### config.mk
export PLATFORM = sky130hd
export DESIGN_NAME = x_emac_miim_host
export DESIGN_NICKNAME = d
export VERILOG_FILES = /design/src/rtl/x_emac_pkg.sv /design/src/rtl/x_emac_mdc_gen.sv /design/src/rtl/x_emac_miim_host.sv
export SDC_FILE = /design/constraint.sdc
export NUM_CORES = 1
export LEC_CHECK = 0
export CAP_MARGIN = 10
export CORE_MARGIN = 5
export CORE_UTILIZATION = 56
export DETAILED_ROUTE_END_ITERATION = 7
export PLACE_DENSITY_LB_ADDON = 0.15
export REMOVE_ABC_BUFFERS = 1
export SLEW_MARGIN = 10
export SYNTH_ARGS = -nofsm -noshare
export SYNTH_HDL_FRONTEND = slang
export SYNTH_SLANG_ARGS = --single-unit
### constraint.sdc
create_clock -name HOSTCLK -period 5.3 [get_ports HOSTCLK]
set_clock_uncertainty 0.15 [all_clocks]
set_input_delay 0.795 -clock HOSTCLK [delete_from_list [all_inputs] [get_ports HOSTCLK]]
set_output_delay 0.795 -clock HOSTCLK [all_outputs]
set_load 0.01 [all_outputs]
### src/rtl/x_emac_pkg.sv
// rtl/x_emac_pkg.sv - shared MIIM constants and FSM state type
package x_emac_pkg;

    localparam logic [1:0] MIIM_OP_WR = 2'b01;
    localparam logic [1:0] MIIM_OP_RD = 2'b10;

    localparam logic [1:0] ST           = 2'b01;
    localparam logic [1:0] TA_WR        = 2'b10;
    localparam int         PREAMBLE_LEN = 32;

    typedef enum logic [1:0] {
        MIIM_IDLE,
        MIIM_SHIFT_LO,
        MIIM_SHIFT_HI,
        MIIM_DONE
    } miim_state_t;

    function automatic logic miim_op_legal(input logic [1:0] op);
        return (op == MIIM_OP_WR) || (op == MIIM_OP_RD);
    endfunction

endpackage

### src/rtl/x_emac_mdc_gen.sv
// rtl/x_emac_mdc_gen.sv - MDC divider producing phase-end ticks and the MDC level
module x_emac_mdc_gen #(
    parameter int CLK_DIV = 10
) (
    input  logic clk,
    input  logic rst,
    input  logic en,
    output logic fall_tick,
    output logic rise_tick,
    output logic mdc
);

    localparam int             DW     = $clog2(CLK_DIV);
    localparam logic [DW-1:0]  RELOAD = DW'(CLK_DIV - 1);

    logic [DW-1:0] cnt;
    logic          terminal;

    // Ticks flag the last cycle of a phase, so the FSM moves on the same edge MDC toggles.
    assign terminal  = en && (cnt == '0);
    assign rise_tick = terminal && !mdc;
    assign fall_tick = terminal && mdc;

    always_ff @(posedge clk or posedge rst) begin
        if (rst) begin
            cnt <= RELOAD;
            mdc <= 1'b0;
        end else if (!en) begin
            cnt <= RELOAD;
            mdc <= 1'b0;
        end else if (cnt == '0) begin
            cnt <= RELOAD;
            mdc <= !mdc;
        end else begin
            cnt <= cnt - 1'b1;
        end
    end

endmodule

### src/rtl/x_emac_miim_host.sv
// rtl/x_emac_miim_host.sv - multi-channel clause 22 MIIM host controller
module x_emac_miim_host
    import x_emac_pkg::*;
#(
    parameter int NUM_EMAC    = 2,
    parameter int CLK_DIV     = 10,
    parameter int PREAMBLE_EN = 1,
    localparam int SELW = (NUM_EMAC > 1) ? $clog2(NUM_EMAC) : 1
) (
    input  logic                HOSTCLK,
    input  logic                RESET,
    input  logic                HOSTREQ,
    input  logic                HOSTMIIMSEL,
    input  logic [SELW-1:0]     HOSTEMACSEL,
    input  logic [1:0]          HOSTOPCODE,
    input  logic [9:0]          HOSTADDR,
    input  logic [15:0]         HOSTWRDATA,
    output logic [15:0]         HOSTRDDATA,
    output logic                HOSTMIIMRDY,
    output logic                HOSTMIIMERR,
    output logic [NUM_EMAC-1:0] EMACPHYMCLKOUT,
    output logic [NUM_EMAC-1:0] EMACPHYMDOUT,
    output logic [NUM_EMAC-1:0] EMACPHYMDTRI,
    input  logic [NUM_EMAC-1:0] PHYEMACMDIN
);

    localparam int         NBITS   = (PREAMBLE_EN != 0) ? 64 : 32;
    localparam logic [5:0] REL_CNT = 6'd17;

    miim_state_t         state;
    logic [5:0]          bit_cnt;
    logic [5:0]          next_cnt;
    logic [63:0]         frame;
    logic [63:0]         frame_next;
    logic [31:0]         body;
    logic [15:0]         rd_shift;
    logic                is_rd;
    logic                req_rd;
    logic                legal;
    logic                mdin_sel;
    logic [NUM_EMAC-1:0] ch_oh;
    logic [NUM_EMAC-1:0] oh_next;
    logic [NUM_EMAC-1:0] md_out;
    logic [NUM_EMAC-1:0] md_tri;
    logic                fall_tick;
    logic                rise_tick;
    logic                mdc;
    logic                shifting;

    always_comb begin
        oh_next = '0;
        for (int i = 0; i < NUM_EMAC; i++) begin
            oh_next[i] = (int'(HOSTEMACSEL) == i);
        end
    end

    assign req_rd   = (HOSTOPCODE == MIIM_OP_RD);
    assign legal    = miim_op_legal(HOSTOPCODE) && (int'(HOSTEMACSEL) < NUM_EMAC);
    // Released read bits are loaded as ones; MDTRI hides them from the line anyway.
    assign body     = {ST, HOSTOPCODE, HOSTADDR, req_rd ? 2'b11 : TA_WR,
                       req_rd ? 16'hFFFF : HOSTWRDATA};
    assign frame_next = (PREAMBLE_EN != 0) ? {{PREAMBLE_LEN{1'b1}}, body}
                                           : {body, {PREAMBLE_LEN{1'b1}}};
    assign next_cnt = bit_cnt - 6'd1;
    assign mdin_sel = |(PHYEMACMDIN & ch_oh);
    assign shifting = (state == MIIM_SHIFT_LO) || (state == MIIM_SHIFT_HI);

    x_emac_mdc_gen #(
        .CLK_DIV(CLK_DIV)
    ) u_mdc_gen (
        .clk      (HOSTCLK),
        .rst      (RESET),
        .en       (shifting),
        .fall_tick(fall_tick),
        .rise_tick(rise_tick),
        .mdc      (mdc)
    );

    always_ff @(posedge HOSTCLK or posedge RESET) begin
        if (RESET) begin
            state       <= MIIM_IDLE;
            bit_cnt     <= '0;
            frame       <= '0;
            rd_shift    <= '0;
            is_rd       <= 1'b0;
            ch_oh       <= '0;
            md_out      <= '1;
            md_tri      <= '1;
            HOSTRDDATA  <= '0;
            HOSTMIIMRDY <= 1'b1;
            HOSTMIIMERR <= 1'b0;
        end else begin
            HOSTMIIMERR <= 1'b0;
            case (state)
                MIIM_IDLE: begin
                    if (HOSTREQ && HOSTMIIMSEL) begin
                        if (legal) begin
                            state       <= MIIM_SHIFT_LO;
                            HOSTMIIMRDY <= 1'b0;
                            ch_oh       <= oh_next;
                            is_rd       <= req_rd;
                            bit_cnt     <= 6'(NBITS - 1);
                            frame       <= {frame_next[62:0], 1'b1};
                            md_out      <= ~oh_next | {NUM_EMAC{frame_next[63]}};
                            md_tri      <= ~oh_next;
                        end else begin
                            HOSTMIIMERR <= 1'b1;
                        end
                    end
                end
                MIIM_SHIFT_LO: begin
                    if (rise_tick) begin
                        state    <= MIIM_SHIFT_HI;
                        rd_shift <= {rd_shift[14:0], mdin_sel};
                    end
                end
                MIIM_SHIFT_HI: begin
                    if (fall_tick) begin
                        if (bit_cnt == '0) begin
                            state  <= MIIM_DONE;
                            md_out <= '1;
                            md_tri <= '1;
                        end else begin
                            state   <= MIIM_SHIFT_LO;
                            bit_cnt <= next_cnt;
                            frame   <= {frame[62:0], 1'b1};
                            md_out  <= ~ch_oh | {NUM_EMAC{frame[63]}};
                            // Reads hand the line to the PHY from the first TA bit onward.
                            md_tri  <= ~ch_oh | {NUM_EMAC{is_rd && (next_cnt <= REL_CNT)}};
                        end
                    end
                end
                MIIM_DONE: begin
                    state       <= MIIM_IDLE;
                    HOSTMIIMRDY <= 1'b1;
                    ch_oh       <= '0;
                    if (is_rd) begin
                        HOSTRDDATA <= rd_shift;
                    end
                end
                default: state <= MIIM_IDLE;
            endcase
        end
    end

    assign EMACPHYMCLKOUT = ch_oh & {NUM_EMAC{mdc}};
    assign EMACPHYMDOUT   = md_out;
    assign EMACPHYMDTRI   = md_tri;

endmodule

Word level (Yosys, flattened, before mapping)
Index checks and enable logic that the tools add are counted.

Bits in registers: 118. Input bits: 35. Output and inout port bits: 24.

Bitwise operators: 7. Multiplexer cells: 41. Add/sub/neg operators: 2. Equal/unequal tests: 11. Magnitude comparators: 1. Reduce and logical (&&, ||, !) cells: 21.

Operators with widths (count): $mux W64 (4); $pmux W64 S2 (1); $mux W2 (15); $mux W6 (4); $mux W16 (1); $ne A2 B2 Y1 const B (6); $pmux W2 S2 (3); $pmux W6 S2 (1); $mux W1 (8); $mux W4 (2); $pmux W2 S4 (1); $reduce_and A4 Y1 (2); $eq A2 B2 Y1 const B (3); $le A6 B5 Y1 const B (1); $logic_not A6 Y1 (1); $reduce_and A3 Y1 (2); $sub A6 B1 Y6 const B (1); $logic_and A1 B1 Y1 (5); $reduce_and A5 Y1 (1); $and A2 B2 Y2 (2); $eq A2 B1 Y1 const B (2); $logic_not A4 Y1 (1); $not A2 Y2 (2); $or A2 B2 Y2 (2); 9 further kinds (12).

Longest topological paths before layout
Depth after elaboration: 7. Gate-level depth with buffers: 9. Mapped depth without buffers: 7.

Modules after synthesis
A second synthesis with hierarchy kept.

Cells, all modules: 410. Area, all modules: 5023.6 µm².

Modules (own cells, without submodules): x_emac_miim_host (area each 4742.0 µm², instances 1, cells an instance 383, sequential area each 2834.0 µm²); x_emac_mdc_gen (area each 281.5 µm², instances 1, cells an instance 27, sequential area each 127.6 µm²).

Worst setup path before layout
Ideal clock, no wire load.

Path kind: input to register. Start point: input HOSTOPCODE[0]. End point: register frame[51]. Setup time: 0.121 ns. Required time: 5.029 ns. Data arrival time: 2.168 ns. Slack: 2.861 ns. Cell stages on the path: 7. Path through: inv_1 -> ha_1 -> nand3b_1 -> a2bb2oi_2 -> nand2_2 -> buf_1 -> o22a_1.

Longest elaborated chain between the ends: 4.

Ends and longest elaborated chain: from (decl) (RTL line x_emac_miim_host.sv:15) `input logic [1:0] HOSTOPCODE,`; $eq A2 B1 Y1 / $eq A2 B2 Y1 (equally long branches) (RTL line x_emac_pkg.sv:19) `return (op == MIIM_OP_WR) || (op == MIIM_OP_RD);`; $logic_or A1 B1 Y1 * (RTL line x_emac_pkg.sv:19); $ne A2 B2 Y1 (no line) *; $reduce_and A5 Y1 (no line) *; to (signal assigned) (RTL line x_emac_miim_host.sv:103) `frame <= {frame_next[62:0], 1'b1};`; to (signal assigned) (RTL line x_emac_miim_host.sv:126) `frame <= {frame[62:0], 1'b1};`; to (decl) (RTL line x_emac_miim_host.sv:33) `logic [63:0] frame;`.

Every way passes the cells marked *; elsewhere a longest branch is shown, timed or not. A chain may end at the register's enable or synchronous reset.

Worst setup path after layout
Start point: input HOSTOPCODE[0]. End point: register bit_cnt[3].

Longest elaborated chain between the ends: 4.

Ends and longest elaborated chain: $eq A2 B1 Y1 / $eq A2 B2 Y1 (equally long branches) (RTL line x_emac_pkg.sv:19); $logic_or A1 B1 Y1 * (RTL line x_emac_pkg.sv:19); $ne A2 B2 Y1 (no line) *; $reduce_and A5 Y1 (no line) *; to (signal assigned) (RTL line x_emac_miim_host.sv:102) `bit_cnt <= 6'(NBITS - 1);`; to (signal assigned) (RTL line x_emac_miim_host.sv:125) `bit_cnt <= next_cnt;`; to (decl) (RTL line x_emac_miim_host.sv:31) `logic [5:0] bit_cnt;`.

Marks and branches as above.

==> reports/metrics.csv <==
metric;value;unit
final total power;2.125;mW
routed length per placed instance;15.82;µm
sequential fraction of the synthesis area;0.5887;
routed via count divided by cell count;5.580;
run status;finished clean;
net count reported at finish;515;
flip-flop cell with the highest count after synthesis;sky130_fd_sc_hd__dfrtp_1;
final clock period utilization by the worst path;0.5592;
filler cell count;619;
horizontal die dimension;104.8;µm
Synth warnings;0;
Worst Path Class, Setup;input port to flop;
wire length of the first global-routing pass;16280;µm
final std cell area, no fill;6267;µm²
number of DRC violations after detailed-routing iteration 0;119;
post-route antenna net violation count;0;
post-synth top area share;0.5521;
global route total overflow;0;
Final Max Slew Viols;0;
Pleak;2.936;nW
post-synthesis register bit count;118;
critical path's top delay family;compound AO/OA/AOI/OAI gates;
Worst Hold Slack;0.3302;ns
slowest stage cell, crit path;sky130_fd_sc_hd__nand2_2;
cell area after placement;5659;µm²
initial cell density of the core;0.5769;
kind of start point of the critical path;input port;
CP max stage delay;0.49;ns
largest vdd supply drop;0.2472;mV
share of the core filled with cells;0.7187;
Gates resized, CTS repair;0;
worst-path cell chain;clkdlybuf4s50_1, inv_1, ha_1, nand3b_1, a2bb2oi_2, nand2_2, o32a_1;
Port Buffer Count;58;
Gate Count Post-Synth;409;
dominant cells by area after synthesis;sky130_fd_sc_hd__dfrtp_1 55%, sky130_fd_sc_hd__mux2_2 7.2%, sky130_fd_sc_hd__o22a_1 5.7%;
kind of end point of the critical path;flop;
number of iterations in the first detailed-routing pass;4;
placed wire-length estimate after detailed placement;5856;µm
commonest cells in the netlist;111 x sky130_fd_sc_hd__dfrtp_1, 39 x sky130_fd_sc_hd__nand2_1, 37 x sky130_fd_sc_hd__o21ai_0;
worst min path class;flop to flop;
proportion of synthesized flip-flops having asynchronous set or reset;1.000;
Final TNS setup;0;ns
number of setup violations in the final report;0;
slack of the critical path;2.336;ns
Die Area;10980;µm²
DRC violation count after routing;0;
pin count of the biggest net entering global routing;91;
post-route minimum period;2.964;ns
dpl ws;1.821;ns
number of clock sinks;118;
Die H;104.8;µm
final wirelength;9333;µm
Req. time, crit path;5.54;ns
global router's overall resource usage;0.1793;
signed area change from the synthesized netlist to the final layout;24.57;%
number of antenna violations at the first check in global routing;0;
Worst Path Arrival;3.21;ns
root buffer selected by CTS;sky130_fd_sc_hd__clkbuf_8;
count of placed standard cells in the final layout, fillers left out;590;
cell accounting for the most synthesized area;sky130_fd_sc_hd__dfrtp_1;
tightest slew margin relative to the limit;0.2928;
buffer and inverter count on the worst path;2;
most common cell in the netlist;sky130_fd_sc_hd__dfrtp_1;
CTS HTree Levels;4;
GPL Wtd Cong;0.7738;
via count of the first global-routing pass;3423;
Unique masters post-synth;50;
actual slew at the worst max-slew pin;1.061;ns
clock transition at the register clock pins on the worst setup and hold paths after CTS;0.06;ns
Max Cap Viol;0;
DP Cell Count;558;
clock buffers created by TritonCTS;17;
maximum clock frequency;337.4;MHz
CTS tree;done;
Antenna Cells;0;
number of flops mapped to enable cells by yosys;0;
clock latency on the worst-skew pair;0.51;ns
Max Root-Sink Buffers;2;
area of combinational cells with multiple inputs;1901;µm²
setup repair after global routing missed its margin;no;
via count;3292;
count of hold-fix buffers inserted at cts;0;
sequential standard cell area;2962;µm²
Netlist Area Pre-Place;5031;µm²
row count;34;
core outline area;8721;µm²
number of hold violations in the final report;0;
number of post-CTS setup repair buffers;0;
CP Max Fanout;37;
total power divided by cell area;339.1;nW/µm²
fraction of layout cells with a size suffix above 1;0.1826;
io pins;59;
per-instance average area after synthesis;12.30;µm²
[sequential cells by signal (all words and copies together), names as in the netlist]
signal         flops
HOSTMIIMRDY        1
u_mdc_gen.cnt      4
bit_cnt            6
EMACPHYMDOUT       2
is_rd              1
rd_shift          16
HOSTRDDATA        16
state              2
frame             64
HOSTMIIMERR        1
ch_oh              2
u_mdc_gen.mdc      1
EMACPHYMDTRI       2
[power by group]
group          switching, mW  total [mW]  internal (mW)
registers            0.00218       0.907          0.905
logic                 0.0250      0.0534         0.0284
clock network          0.437        1.16          0.728
total                  0.464        2.12           1.66
[cell type report]
class / instances / area share
flip-flops and latches: 118 / 0.4725
inverters: 13 / 0.008185
clock inverters: 15 / 0.03094
multi-input cells: 257 / 0.3033
well taps: 108 / 0.02156
repair buffers: 62 / 0.09742
clock buffers: 17 / 0.06608
[cells by family (layout without fill, tap and decap cells)]
group	count (synthesis)	in the layout	share of synthesized area
AOI/OAI and AO/OA	118	118	0.1617
xor gates and xnor gates	3	3	0.005224
and+or+nand+nor	79	79	0.08257
DFF	118	118	0.5887
muxes	46	46	0.09948
buffers and inverters	34	107	0.03506
adders and majority gates	11	11	0.02736
[metal layers]
metal,global-route usage,part of all wire,routed length [µm],up-vias
li1,-,-,-,1594
met1,0.2398,0.46,4333,1614
met2,0.2774,0.48,4480,71
met3,0.04871,0.044,413,13
met4,0.07580,0.011,107,0
met5,0,0,0,-
[cell usage in the layout (no fill, tap or decap), types with 2 or more instances in the layout]
cell type | synthesis | layout
sky130_fd_sc_hd__dfrtp_1 | 111 | 111
sky130_fd_sc_hd__o21ai_0 | 37 | 37
sky130_fd_sc_hd__and2_1 | 4 | 4
sky130_fd_sc_hd__or2_2 | 3 | 3
sky130_fd_sc_hd__dfstp_2 | 7 | 7
sky130_fd_sc_hd__clkdlybuf4s50_1 | 0 | 58
sky130_fd_sc_hd__inv_6 | 0 | 5
sky130_fd_sc_hd__nor2_1 | 11 | 11
sky130_fd_sc_hd__a21oi_1 | 7 | 7
sky130_fd_sc_hd__nor3b_1 | 3 | 3
sky130_fd_sc_hd__a22oi_1 | 2 | 2
sky130_fd_sc_hd__clkbuf_16 | 0 | 16
sky130_fd_sc_hd__a22o_1 | 2 | 2
sky130_fd_sc_hd__bufinv_16 | 0 | 3
sky130_fd_sc_hd__o22a_1 | 33 | 33
sky130_fd_sc_hd__nand3b_1 | 4 | 4
sky130_fd_sc_hd__mux2i_1 | 14 | 14
sky130_fd_sc_hd__clkinvlp_4 | 0 | 3
sky130_fd_sc_hd__o21a_1 | 4 | 4
sky130_fd_sc_hd__ha_1 | 11 | 11
sky130_fd_sc_hd__clkinv_4 | 0 | 3
sky130_fd_sc_hd__a31oi_1 | 3 | 3
sky130_fd_sc_hd__inv_1 | 12 | 11
sky130_fd_sc_hd__xnor2_1 | 2 | 2
sky130_fd_sc_hd__o21ai_1 | 3 | 3
sky130_fd_sc_hd__o22ai_1 | 18 | 18
sky130_fd_sc_hd__buf_4 | 0 | 4
sky130_fd_sc_hd__nand2_1 | 39 | 39
sky130_fd_sc_hd__nand3_1 | 4 | 4
sky130_fd_sc_hd__mux2_2 | 32 | 32
[path summary, 6_finish.rpt]
path                                          to  slack [ns]  cells past startpoint        startpoint
worst min register to register  u_mdc_gen.cnt[0]        0.33                      1  u_mdc_gen.cnt[0]
min in group asynchronous          HOSTRDDATA[9]        0.76                      2             RESET
max in group asynchronous        EMACPHYMDTRI[0]        3.22                      3             RESET
worst min-delay path            u_mdc_gen.cnt[0]        0.33                      1  u_mdc_gen.cnt[0]
worst max-delay path                  bit_cnt[3]        2.34                      7     HOSTOPCODE[0]
worst max register to register        bit_cnt[3]        2.61                      6          state[1]
Note: power is estimated with default switching activity, not from simulation.
